[config.mk]
export PLATFORM = sky130hd
export DESIGN_NAME = instruction_fetch
export DESIGN_NICKNAME = d
export VERILOG_FILES = /design/src/rtl/instruction_fetch.sv
export SDC_FILE = /design/constraint.sdc
export NUM_CORES = 1
export LEC_CHECK = 0
export CORE_ASPECT_RATIO = 0.8
export CORE_MARGIN = 2
export CORE_UTILIZATION = 49
export DETAILED_ROUTE_END_ITERATION = 7
export GPL_TIMING_DRIVEN = 0
export PLACE_DENSITY_LB_ADDON = 0.12
export SYNTH_ARGS = -nofsm -noshare
export SYNTH_HDL_FRONTEND = slang
export SYNTH_SLANG_ARGS = --single-unit
[constraint.sdc]
create_clock -name clk -period 2.5 [get_ports clk]
set_input_delay 0.5 -clock clk [delete_from_list [all_inputs] [get_ports clk]]
set_output_delay 0.5 -clock clk [all_outputs]
set_load 0.01 [all_outputs]
[src/rtl/instruction_fetch.sv]
// ----------------------------------------------------------------------------
// instruction_fetch
//   Fetch stage feeding the decoder. Owns the PC, issues one word read at a
//   time to instruction memory (req/ack) and presents each returned word to
//   decode (valid/ready). Execute can redirect the PC at any time; stale
//   in-flight data is dropped and a misaligned target parks the stage in a
//   sticky fault until reset.
//
// Ports
//   clk, rst_n          clock, asynchronous active-low reset
//   mem_req/mem_addr    read request to imem, held until mem_ack
//   mem_ack/mem_rdata   imem response, data valid with ack
//   redirect/_pc        one-cycle PC redirect from execute
//   instr_valid/_ready  handshake to decode
//   instruction/instr_pc fetched word and its address (NOP_WORD when empty)
//   fetch_fault         sticky misaligned-redirect flag
// ----------------------------------------------------------------------------
module instruction_fetch #(
    parameter logic [31:0] RESET_PC = 32'h0000_0000,
    parameter logic [31:0] NOP_WORD = 32'h0000_0013
) (
    input  logic        clk,
    input  logic        rst_n,
    output logic        mem_req,
    output logic [31:0] mem_addr,
    input  logic        mem_ack,
    input  logic [31:0] mem_rdata,
    input  logic        redirect,
    input  logic [31:0] redirect_pc,
    output logic        instr_valid,
    input  logic        instr_ready,
    output logic [31:0] instruction,
    output logic [31:0] instr_pc,
    output logic        fetch_fault
);

    typedef enum logic [2:0] {
        S_IDLE    = 3'd0,
        S_FETCH   = 3'd1,
        S_HOLD    = 3'd2,
        S_DISCARD = 3'd3,
        S_FAULT   = 3'd4
    } state_t;

    state_t      state_q, state_d;
    logic [31:0] pc_q, pc_d;
    logic        mem_req_q, mem_req_d;
    logic [31:0] mem_addr_q, mem_addr_d;
    logic        valid_q, valid_d;
    logic [31:0] instr_q, instr_d;
    logic [31:0] ipc_q, ipc_d;
    logic        fault_q, fault_d;

    logic misalign;
    assign misalign = redirect && (redirect_pc[1:0] != 2'b00);

    // State and datapath registers
    always_ff @(posedge clk or negedge rst_n) begin
        if (!rst_n) begin
            state_q    <= S_IDLE;
            pc_q       <= RESET_PC;
            mem_req_q  <= 1'b0;
            mem_addr_q <= RESET_PC;
            valid_q    <= 1'b0;
            instr_q    <= NOP_WORD;
            ipc_q      <= 32'h0;
            fault_q    <= 1'b0;
        end else begin
            state_q    <= state_d;
            pc_q       <= pc_d;
            mem_req_q  <= mem_req_d;
            mem_addr_q <= mem_addr_d;
            valid_q    <= valid_d;
            instr_q    <= instr_d;
            ipc_q      <= ipc_d;
            fault_q    <= fault_d;
        end
    end

    // Next-state logic; redirect outranks every other event
    always_comb begin
        state_d = state_q;
        unique case (state_q)
            S_IDLE:    state_d = S_FETCH;
            S_FETCH: begin
                if (misalign)      state_d = S_FAULT;
                else if (redirect) state_d = mem_ack ? S_FETCH : S_DISCARD;
                else if (mem_ack)  state_d = S_HOLD;
            end
            S_HOLD: begin
                if (misalign)                     state_d = S_FAULT;
                else if (redirect || instr_ready) state_d = S_FETCH;
            end
            S_DISCARD: begin
                if (misalign)     state_d = S_FAULT;
                else if (mem_ack) state_d = S_FETCH;
            end
            S_FAULT:   state_d = S_FAULT;
            default:   state_d = S_IDLE;
        endcase
    end

    // Registered-output next values
    always_comb begin
        pc_d       = pc_q;
        mem_req_d  = mem_req_q;
        mem_addr_d = mem_addr_q;
        valid_d    = valid_q;
        instr_d    = instr_q;
        ipc_d      = ipc_q;
        fault_d    = fault_q;
        unique case (state_q)
            S_IDLE: begin
                pc_d       = redirect ? redirect_pc : pc_q;
                mem_req_d  = 1'b1;
                mem_addr_d = pc_d;
            end
            S_FETCH: begin
                if (misalign) begin
                    // outstanding request must still complete; only then drop req
                    fault_d   = 1'b1;
                    valid_d   = 1'b0;
                    mem_req_d = !mem_ack;
                end else if (redirect) begin
                    pc_d = redirect_pc;
                    if (mem_ack) mem_addr_d = redirect_pc;
                end else if (mem_ack) begin
                    instr_d   = mem_rdata;
                    ipc_d     = mem_addr_q;
                    valid_d   = 1'b1;
                    pc_d      = pc_q + 32'd4;
                    mem_req_d = 1'b0;
                end
            end
            S_HOLD: begin
                if (misalign) begin
                    fault_d = 1'b1;
                    valid_d = 1'b0;
                    instr_d = NOP_WORD;
                end else if (redirect) begin
                    // the held word is treated as consumed; decode ignores it
                    valid_d    = 1'b0;
                    instr_d    = NOP_WORD;
                    pc_d       = redirect_pc;
                    mem_req_d  = 1'b1;
                    mem_addr_d = redirect_pc;
                end else if (instr_ready) begin
                    valid_d    = 1'b0;
                    instr_d    = NOP_WORD;
                    mem_req_d  = 1'b1;
                    mem_addr_d = pc_q;
                end
            end
            S_DISCARD: begin
                if (misalign) begin
                    fault_d   = 1'b1;
                    valid_d   = 1'b0;
                    mem_req_d = !mem_ack;
                end else begin
                    if (redirect) pc_d = redirect_pc;
                    if (mem_ack) mem_addr_d = redirect ? redirect_pc : pc_q;
                end
            end
            S_FAULT: begin
                // an outstanding request drains here, then req stays low
                mem_req_d = mem_req_q && !mem_ack;
                valid_d   = 1'b0;
            end
            default: ;
        endcase
    end

    assign mem_req     = mem_req_q;
    assign mem_addr    = mem_addr_q;
    assign instr_valid = valid_q;
    assign instruction = instr_q;
    assign instr_pc    = ipc_q;
    assign fetch_fault = fault_q;

endmodule

==> reports/qor.txt, run 1 <==
DP HPWL -> 14.26 mm
pin count of the biggest net entering global routing -> 102
Post-Syn Area -> 6477 um2
row cnt -> 37
CORE AREA -> 12870 um2
slew of the pin with the lowest slew margin -> 0.6433 ns
IO buf count -> 166
via-per-instance ratio -> 5.764
overall routed net length -> 19.92 mm
Clock transition at path regs -> 0.06 ns
critical path endpoint category -> flop
drt pass-1 iters -> 5
Net Count, Synth -> 790
VDD IR max -> 645.8 uV
DP Worst Slack -> -0.8736 ns
Pwr Density -> 1312 nW/um2
Hold Slack -> 0.4642 ns
Synth cell types -> 61
global route overflow -> 0
Finished Layout Cells -> 1094
Leak -> 4.103 nW
TritonCTS clock tree -> built
post-CTS setup buffers -> 0
Compound-Gate Fraction of Synth Area -> 16.73%
gr usage total -> 28.57%
Syn Inst Count -> 720
Post-synth EDFFs -> 0
kind of critical path -> flop to flop
fin. max-slew vios -> 0
Die W -> 132.5 um
die span in y -> 106.8 um
Filler Cell Count -> 1029
NumNets Final -> 976
Num CTS Buffers -> 17
largest family of logic cells by synthesized area -> simple AND/OR/NAND/NOR gates
R2R Setup Slk -> 0.15 ns
Sink Count -> 134
first-pass GRT wire length -> 31.58 mm
Clock H-tree levels -> 4
crit start category -> flop
Initial Utilization -> 50.33%
placement-stage cell area -> 8387 um2
share of cells above drive strength 1 -> 8.923%
worst path arrival time -> 2.63 ns
Post-Synth XOR/XNOR Area -> 0%
Skew-Pair Late Insertion Delay -> 0.42 ns
die area -> 14160 um2
post-synthesis register bit count -> 134
Seq/Total Area, Yosys -> 51.83%
Worst Hold Class -> flop to flop
fmax -> 425.4 MHz
status -> complete, no violations
Detailed Route Iter0 Violations -> 654
final instance area -> 9128 um2
crit path max fanout -> 10
DR vias -> 6306
antenna-violating nets left -> 0
final worst clock skew -> 0.007213 ns
Final WS setup -> 0.1495 ns
area grow syn2layout -> 40.91%
antenna violations before repair -> 0
Post-Synth Simple-Gate Area -> 22.62%
Final Hold Fails -> 0
Async S/R FF share, synth -> 100.0%
required time of the critical path -> 2.78 ns
Max transition margin -> 56.79%
Placed Cells -> 1062
ant diodes -> 0
Wirelength per Cell -> 18.21 um
Synth Area in Adders -> 0.1932%
unrepaired setup endpoints after global routing -> false
max cap viols -> 0
vias in the first global route -> 6059
Yosys Warn Count -> 0
Tmin final -> 2.350 ns
DRC Markers -> 0
period utilization -> 94.02%
root buffer cell -> clkbuf_16
GPL Wtd Cong -> 0.8970
CTS max path bufs -> 2
Layout Utilization -> 70.92%
count of final setup violators -> 0
Mean Syn Cell Area -> 8.996 um2
mux contribution to synthesized area -> 4.037%
top_reg_cell synth -> dfrtp_1
io pins -> 168
-- path summary, 6_finish.rpt --
kind,start,to,depth (start not counted)
max,pc_q[5],pc_q[25],6
min,instruction[19],instruction[19],2
max reg2reg,pc_q[5],pc_q[25],6
min reg2reg,instruction[19],instruction[19],2
max in group asynchronous,rst_n,pc_q[24],3
min in group asynchronous,rst_n,instr_pc[20],2
-- state kept, by name, summed over array words and instances (netlist names) --
name         flops
mem_addr        32
instr_valid      1
mem_req          1
fetch_fault      1
state_q          3
instr_pc        32
instruction     32
pc_q            32
-- logic make-up (layout without fill, tap and decap cells) --
kind of cell,Yosys count,count (layout)
simple gates,321,321
compound gates,171,171
flops,134,134
buf+inv,67,266
mux,26,26
fa+ha+maj,1,1
-- worst max-delay path, stage by stage (launching register included) --
cell     delay (ns)
dfrtp_1        0.32
buf_2          0.18
nand3_1        0.45
nor4_4         0.75
nand4_1        0.22
a21oi_1        0.19
o22ai_1        0.09
-- cells in the final DEF, fill, tap and decap left out, types with 17 or more instances in the layout --
| cell | instances |
|---|---|
| nand2_1 | 199 |
| clkdlybuf4s50_1 | 164 |
| dfrtp_1 | 131 |
| o21ai_0 | 53 |
| nand3_1 | 43 |
| a21oi_1 | 37 |
| mux2i_1 | 25 |
| nor2_1 | 24 |
| clkbuf_1 | 23 |
| clkbuf_16 | 17 |
-- cells in the mapped netlist, types with 6 or more instances --
cell type    n  area share [%]
nand2_1    199              12
dfrtp_1    131              51
o21ai_0     53             4.1
nand3_1     43             3.3
a21oi_1     37             2.9
clkbuf_1    29             1.7
nor2_1      26             1.5
mux2i_1     25             3.9
buf_2       16             1.2
inv_1       15            0.87
nand4_1     12             1.2
o21ai_1     11            0.85
a2bb2oi_1    8             1.1
a32oi_1      8             1.1
o31ai_1      8            0.93
and3_1       7            0.68
o22a_1       6            0.81
-- final cells by class --
cell class,instances,area [um2],share of cell area (%)
clock buffer,20,466.7,5.113
buffer,50,244.0,2.673
sequential,134,3357,36.78
tap,175,219.0,2.399
multi-input combinational,519,2910,31.88
clock inverter,12,166.4,1.823
inverter,16,61.31,0.6717
timing repair buffer,168,1703,18.66
-- stage by stage --
stage	TNS (ns)	power (W)
2_1_floorplan	0	0.006614
3_3_place_gp	-625.07	0.008964
3_5_place_dp	-62.96	0.009179
4_1_cts	0	0.01192
5_1_grt	0	0.01273
6_report	0	0.01198
-- metal layers --
metal | vias up | wire (um) | GRT usage, %
li1 | 2907 | - | -
met1 | 3063 | 8577 | 40.14
met2 | 298 | 9133 | 43.38
met3 | 38 | 1871 | 8.085
met4 | 0 | 334 | 8.525
met5 | - | 0 | 0
-- power breakdown --
group | internal (W) | switching (W) | total, W
registers | 0.00321 | 0.000842 | 0.00405
clock network | 0.00166 | 0.000996 | 0.00266
logic | 0.00246 | 0.00280 | 0.00527
-- timing repair --
item                                    CTS  global route
pin swaps                                 0             1
endpoints found under the setup margin   76            79
hold buffers                              1             0
gates resized for setup                   8            18
hold endpoints to repair                 33             0
No activity file was read; power rests on OpenSTA's default activity.
==> run 2: changes to the inputs <==
--- a/config.mk
+++ b/config.mk
@@ -8,6 +8,7 @@
 export CORE_ASPECT_RATIO = 0.8
 export CORE_MARGIN = 2
 export CORE_UTILIZATION = 49
+export CTS_CLUSTER_DIAMETER = 200
 export DETAILED_ROUTE_END_ITERATION = 7
 export GPL_TIMING_DRIVEN = 0
 export PLACE_DENSITY_LB_ADDON = 0.12
==> results of run 2 <==
No change in the layout: final DEF, timing and power equal those of run 1.
